--- config.mk ---
export PLATFORM = sky130hd
export DESIGN_NAME = mem_port_arbiter
export DESIGN_NICKNAME = d
export VERILOG_FILES = /design/src/rtl/mem_port_arbiter.sv
export SDC_FILE = /design/constraint.sdc
export NUM_CORES = 1
export LEC_CHECK = 0
export BUFFER_PORTS_ARGS = -buffer_cell sky130_fd_sc_hd__clkbuf_2
export CAP_MARGIN = 10
export CORE_AREA = 2 2 310 312
export CTS_CLUSTER_SIZE = 28
export DETAILED_ROUTE_END_ITERATION = 10
export DIE_AREA = 0 0 312 314
export GPL_ROUTABILITY_DRIVEN = 0
export HOLD_SLACK_MARGIN = 0.05
export PLACE_DENSITY = 0.32
export RECOVER_POWER = 100
export SETUP_SLACK_MARGIN = 0.4
export SLEW_MARGIN = 20
export SYNTH_ARGS = -nofsm -noshare
export SYNTH_HDL_FRONTEND = slang
export SYNTH_SLANG_ARGS = --single-unit
--- constraint.sdc ---
create_clock -name clk_i -period 2.1 [get_ports clk_i]
set_input_delay 0.42 -clock clk_i [delete_from_list [all_inputs] [get_ports clk_i]]
set_output_delay 0.42 -clock clk_i [all_outputs]
set_load 0.01 [all_outputs]
--- src/rtl/mem_port_arbiter.sv ---
// Round-robin arbiter sharing one 128-bit memory port between D-cache, I-cache and AES MMIO.
// Holds the grant until the memory completes or the watchdog force-terminates the transaction.
module mem_port_arbiter #(
  parameter int unsigned ADDR_W  = 32,
  parameter int unsigned DATA_W  = 128,
  parameter int unsigned TIMEOUT = 1024
) (
  input  logic              clk_i,
  input  logic              rst_i,
  input  logic              dc_req_i,
  input  logic [ADDR_W-1:0] dc_addr_i,
  input  logic [DATA_W-1:0] dc_wdata_i,
  input  logic              dc_we_i,
  input  logic              ic_req_i,
  input  logic [ADDR_W-1:0] ic_addr_i,
  input  logic              aes_req_i,
  input  logic [ADDR_W-1:0] aes_addr_i,
  input  logic [DATA_W-1:0] aes_wdata_i,
  output logic [ADDR_W-1:0] addr_o,
  output logic [DATA_W-1:0] wdata_o,
  output logic              we_o,
  output logic              cs_o,
  input  logic [DATA_W-1:0] mem_rdata_i,
  input  logic              mem_rvalid_i,
  output logic              dc_rvalid_o,
  output logic              ic_rvalid_o,
  output logic              aes_rvalid_o,
  output logic [DATA_W-1:0] rdata_o,
  output logic              err_o,
  output logic [2:0]        grant_o,
  output logic              busy_o
);

  localparam int unsigned      CNT_W    = $clog2(TIMEOUT) + 1;
  localparam logic [CNT_W-1:0] CNT_LAST = CNT_W'(TIMEOUT - 1);

  typedef enum logic {IDLE, BUSY} state_t;

  state_t           r_state;
  logic [1:0]       r_last;
  logic [CNT_W-1:0] r_cnt;
  logic [2:0]       w_pick;
  logic             w_busy;
  logic             w_timeout;
  logic             w_done;

  // Round-robin pick: search starts one past the last owner.
  always_comb begin
    w_pick = 3'b000;
    case (r_last)
      2'd0: begin
        if (ic_req_i)       w_pick = 3'b010;
        else if (aes_req_i) w_pick = 3'b100;
        else if (dc_req_i)  w_pick = 3'b001;
      end
      2'd1: begin
        if (aes_req_i)      w_pick = 3'b100;
        else if (dc_req_i)  w_pick = 3'b001;
        else if (ic_req_i)  w_pick = 3'b010;
      end
      default: begin
        if (dc_req_i)       w_pick = 3'b001;
        else if (ic_req_i)  w_pick = 3'b010;
        else if (aes_req_i) w_pick = 3'b100;
      end
    endcase
  end

  assign w_busy    = (r_state == BUSY);
  assign w_timeout = (TIMEOUT != 0) && (r_cnt == CNT_LAST);
  assign w_done    = w_busy && (mem_rvalid_i || w_timeout);

  // Completion is reported in the same cycle the memory (or the watchdog) ends the transaction.
  assign dc_rvalid_o  = w_done & grant_o[0];
  assign ic_rvalid_o  = w_done & grant_o[1];
  assign aes_rvalid_o = w_done & grant_o[2];
  assign err_o        = w_busy && !mem_rvalid_i && w_timeout;
  assign rdata_o      = (w_busy && mem_rvalid_i) ? mem_rdata_i : '0;

  always_ff @(posedge clk_i) begin
    if (rst_i) begin
      r_state <= IDLE;
      r_last  <= 2'd2;
      r_cnt   <= '0;
      grant_o <= 3'b000;
      cs_o    <= 1'b0;
      we_o    <= 1'b0;
      busy_o  <= 1'b0;
      addr_o  <= '0;
      wdata_o <= '0;
    end else begin
      case (r_state)
        IDLE: begin
          if (w_pick != 3'b000) begin
            r_state <= BUSY;
            r_cnt   <= '0;
            grant_o <= w_pick;
            cs_o    <= 1'b1;
            busy_o  <= 1'b1;
            if (w_pick[0]) begin
              addr_o  <= dc_addr_i;
              wdata_o <= dc_wdata_i;
              we_o    <= dc_we_i;
              r_last  <= 2'd0;
            end else if (w_pick[1]) begin
              addr_o  <= ic_addr_i;
              wdata_o <= '0;
              we_o    <= 1'b0;
              r_last  <= 2'd1;
            end else begin
              addr_o  <= aes_addr_i;
              wdata_o <= aes_wdata_i;
              we_o    <= 1'b1;
              r_last  <= 2'd2;
            end
          end
        end
        BUSY: begin
          r_cnt <= r_cnt + 1'b1;
          if (w_done) begin
            r_state <= IDLE;
            grant_o <= 3'b000;
            cs_o    <= 1'b0;
            we_o    <= 1'b0;
            busy_o  <= 1'b0;
          end
        end
        default: r_state <= IDLE;
      endcase
    end
  end

endmodule

* Word level (Yosys, flattened, before mapping) *
Index checks and enable logic that the tools add are counted.

storage, ports and cells
  register bits = 179
  bits of input ports = 487
  output and inout bits = 298
  logic and storage cells = 59

operators by class
  add/sub/neg operators = 1
  equality and inequality tests = 4
  muxes and demuxes = 32
  bitwise logic cells = 4
  reduce and logical (&&, ||, !) cells = 10

operators with widths
  kind                     count
  $mux W128                3
  $mux W32                 2
  $mux W3                  8
  $pmux W11 S2             1
  $pmux W3 S2              2
  $add A11 B1 Y11 const B  1
  $eq A11 B10 Y1 const B   1
  $mux W11                 1
  $mux W1                  8
  $mux W2                  4
  $pmux W1 S2              3
  $logic_and A1 B1 Y1      4
  $reduce_and A2 Y1        2
  $and A1 B1 Y1            3
  $reduce_bool A3 Y1       1
  $eq A2 B1 Y1 const B     1
  $logic_not A2 Y1         1
  $ne A2 B1 Y1 const B     1
  $ne A2 B2 Y1 const B     1
  $logic_not A1 Y1         1
  $logic_or A1 B1 Y1       1
  $not A1 Y1               1

* Logic depth before layout (Yosys ltp) *
  depth after elaboration = 8
  depth in mapped cells = 7
  gate-level depth less buffers = 5

* Worst setup path after synthesis *
Ideal clock, no wire load.

  path type = reg2out
  from = register r_cnt[0]
  to = output err_o
  data arrival time = 1.568 ns
  data required time = 1.680 ns
  slack = 0.112 ns
  stages on the path, launching flop included = 5
  cell sequence = dfxtp_1 > ha_1 > nand2_2 > or4_2 > nor3_1

on the way
  word-level cells in the longest chain between the ends = 2

ends and longest elaborated chain
  what                    RTL line  text
  from (decl)             41        logic [CNT_W-1:0] r_cnt;
  from (signal assigned)  119       r_cnt <= r_cnt + 1'b1;
  $eq A11 B10 Y1          70        assign w_timeout = (TIMEOUT != 0) && (r_cnt == CNT_LAST);
  $logic_and A1 B1 Y1     77        assign err_o = w_busy && !mem_rvalid_i && w_timeout;
  to (decl)               29        output logic err_o,

Every way passes these cells.

* Worst setup path after layout *
  from = register r_cnt[9]
  to = output aes_rvalid_o

on the way
  word-level cells in the longest chain between the ends = 4

ends and longest elaborated chain
  what                 RTL line  text
  $eq A11 B10 Y1       70
  $logic_or A1 B1 Y1   71        assign w_done = w_busy && (mem_rvalid_i || w_timeout);
  $logic_and A1 B1 Y1  71
  $and A1 B1 Y1        76        assign aes_rvalid_o = w_done & grant_o[2];
  to (decl)            27        output logic aes_rvalid_o,

Every way passes these cells.

==> run summary <==
Outcome: complete, but fails checks
Failing checks: negative setup slack
FILL cells: 10.5k
Asr flop ratio synth: 0
Number of synthesized flops with an enable pin: 0
Mapped Nets: 1,491
Endpoints failing hold: 0
Vias in the first global route: 12.4k
First-pass GRT wire length: 92.3 mm
Largest net degree at the start of global routing: 76
DRC Markers: 0
Max-cap violations: 0
DP HPWL: 44.9 mm
Die Area: 0.0980 mm2
Crit Path Class: reg -> out
CTS tree: built
Initial drt markers: 568
Clock root buffer: clkbuf_16
Pleak: 8.47 nW
Layout net count: 2,355
Rel. slew slack: 0.549
Pint: 8.19 mW
Top FF cell, synth: dfxtp_1
Via/cell ratio: 3.91
DRT Pass-1 Iters: 9
Layout area overhead: 145%
Worst-path clk slew: 80 ps
Total GRT Usage: 0.132
Critical Path RT: 1680 ps
Crit path arrival time: 2000 ps
Setup TNS: -28,230 ps
Library cells used by synthesis: 45
CORE AREA: 0.0944 mm2
Htree depth: 4
Via Count: 12.3k
Port Buf Inserts: 784
CTS max path bufs: 2
Clock Latency Late Sink: 500 ps
Switch share: 0.354
Area of the multi-input gates: 0.00676 mm2
WL/cell: 24.0 um
Final wirelength: 75.6 mm
Startpoint Class: flip-flop
Post-layout utilization of the core: 0.217
Worst hold path class: in -> reg
Row cnt: 113
Pwr per Cell Area: 617 mW/mm2
Worst vdd ir: 414 uV
Final Critical Period: 2420 ps
Starting density of the core: 0.0889
Global route overflow: 0
Slew Limit Fails: 0
Flop pwr share: 0.309
Worst-path maximum fanout: 4
Antenna-violating nets left: 0
Layout cells sized above 1: 0.635
Psw: 4.49 mW
IO Pins: 785
Max Fclk: 412 MHz
Worst slew pin tran: 679 ps
Initial antenna violation count: 6
Comb power frac: 0.399
CTS Sinks: 179
Die X: 312 um
Cells after synthesis: 1,003
Worst setup margin: -324 ps
Synth Cell Area: 0.00840 mm2
Yosys warnings: 0
Register Area: 0.00359 mm2
Clock share of power: 0.292
Number of buffers created by CTS: 17
RSZ-0062 raised after global routing: yes
Clk_skew: 16.9 ps
Die Y: 314 um
Seq cells post-synth: 179
Fraction of the cycle the final worst path needs: 1.15
Share of the yosys chip area belonging to registers: 0.427
Average size of a mapped cell: 8.37 um2
Final-report setup violation count: 233
Setup crit end kind: output pin
[critical path, stage by stage (launching register included)]
cell and delay (ps):
dfxtp_2 330, or2b_4 250, or4_4 560, nand2_4 110, and2_4 150, buf_6 90
[final timing paths]
kind,start,end,slack [ps],depth (start not counted)
hold reg to reg,wdata_o[6]$_SDFFE_PP0P_,wdata_o[6]$_SDFFE_PP0P_,490,2
hold / removal,dc_wdata_i[75],wdata_o[75]$_SDFFE_PP0P_,200,3
setup / recovery,r_cnt[9]$_SDFFE_PP0P_,aes_rvalid_o,-320,5
setup reg to reg,r_state$_SDFF_PP0_,we_o$_SDFFE_PP0P_,-180,12
[layer usage]
layer  routed length (um)  global-route usage  part of all wire
met1                31500               0.153              0.42
met2                37700               0.239              0.50
met3                 5180              0.0379             0.069
met4                 1250              0.0326             0.016
met5                    0                   0                 0
[state kept, by name, summed over array words and instances, names as in the netlist]
name and cells:
addr_o 32, busy_o 1, grant_o 3, r_cnt 11, r_last 2, r_state 1
wdata_o 128, we_o 1
[repair_timing]
item,in CTS,in global routing
cloned,40,21
setup endpoints to repair,282,308
hold buffers,0,0
setup buffers,38,29
pin swaps,47,84
resized for setup,256,586
[cells by family after synthesis]
family,Yosys count,share of synthesized area
simple gates,472,0.281
compound gates,218,0.220
flops,179,0.427
buf+inv,129,0.0656
xor+xnor,2,0.00209
mux,2,0.00253
fa+ha+maj,1,0.00149
[synthesized netlist by cell type (2+ instances only)]
cell type | n | area [um2]
and3_1 | 128 | 801
clkbuf_1 | 81 | 304
a21oi_1 | 9 | 45.0
buf_1 | 2 | 7.51
nor2_1 | 167 | 627
a211oi_1 | 32 | 240
nand2b_1 | 4 | 25.0
o311ai_0 | 3 | 26.3
o21ai_2 | 2 | 17.5
a31oi_1 | 2 | 12.5
or4_2 | 3 | 26.3
buf_4 | 5 | 37.5
inv_1 | 3 | 11.3
or4_1 | 2 | 15.0
nor2b_1 | 2 | 12.5
dfxtp_1 | 179 | 3580
buf_2 | 38 | 190
o21ai_0 | 4 | 20.0
nand2_1 | 8 | 30.0
a222oi_1 | 32 | 320
nand4_1 | 3 | 18.8
and2_1 | 3 | 18.8
a221oi_1 | 128 | 1120
nand3_1 | 8 | 40.0
nor3_1 | 135 | 676
[placed cells by master, fill, tap and decap left out, types with 5 or more instances in the layout]
master	count
buf_4	47
buf_8	32
clkbuf_1	167
and3_4	127
a221oi_4	51
a211oi_2	8
nand2_1	6
a211oi_1	24
clkbuf_2	487
a222oi_1	32
nor3_2	40
a21oi_1	5
nand3_1	6
nor2_1	147
nor3_1	93
dfxtp_1	174
clkbuf_16	37
nor2_4	14
a221oi_2	74
buf_12	37
buf_16	47
nor2_2	6
buf_6	132
[power by group through the flow]
stage	logic, mW	clock network (mW)	registers, mW
after CTS	4.12	3.92	3.91
after global routing	5.40	3.98	3.96
after detailed placement	2.94	0	3.99
final	5.06	3.70	3.92
after floorplan	1.18	0	4.12
after global placement	2.93	0	3.99
[stage by stage]
stage	power [mW]	setup slack [ps]	hold slack, ps	cell area, um2	std cells
after floorplan	5.29	245	442	8450	1003
after global placement	6.92	-126	476	14100	2985
after detailed placement	6.93	-108	477	14100	2985
after CTS	11.9	-398	136	17500	3095
after global routing	13.3	-407	160	20500	3147
final	12.7	-324	195	20500	3147
[final cells by class]
cell class | count | share of cell area
well taps | 1265 | 0.0771
flip-flops and latches | 179 | 0.175
repair buffers | 971 | 0.387
multi-input cells | 695 | 0.329
clock inverters | 13 | 0.00938
diodes | 2 | 0.000244
inverters | 3 | 0.000670
clock buffers | 19 | 0.0216
(Power assumes the default switching activity.)
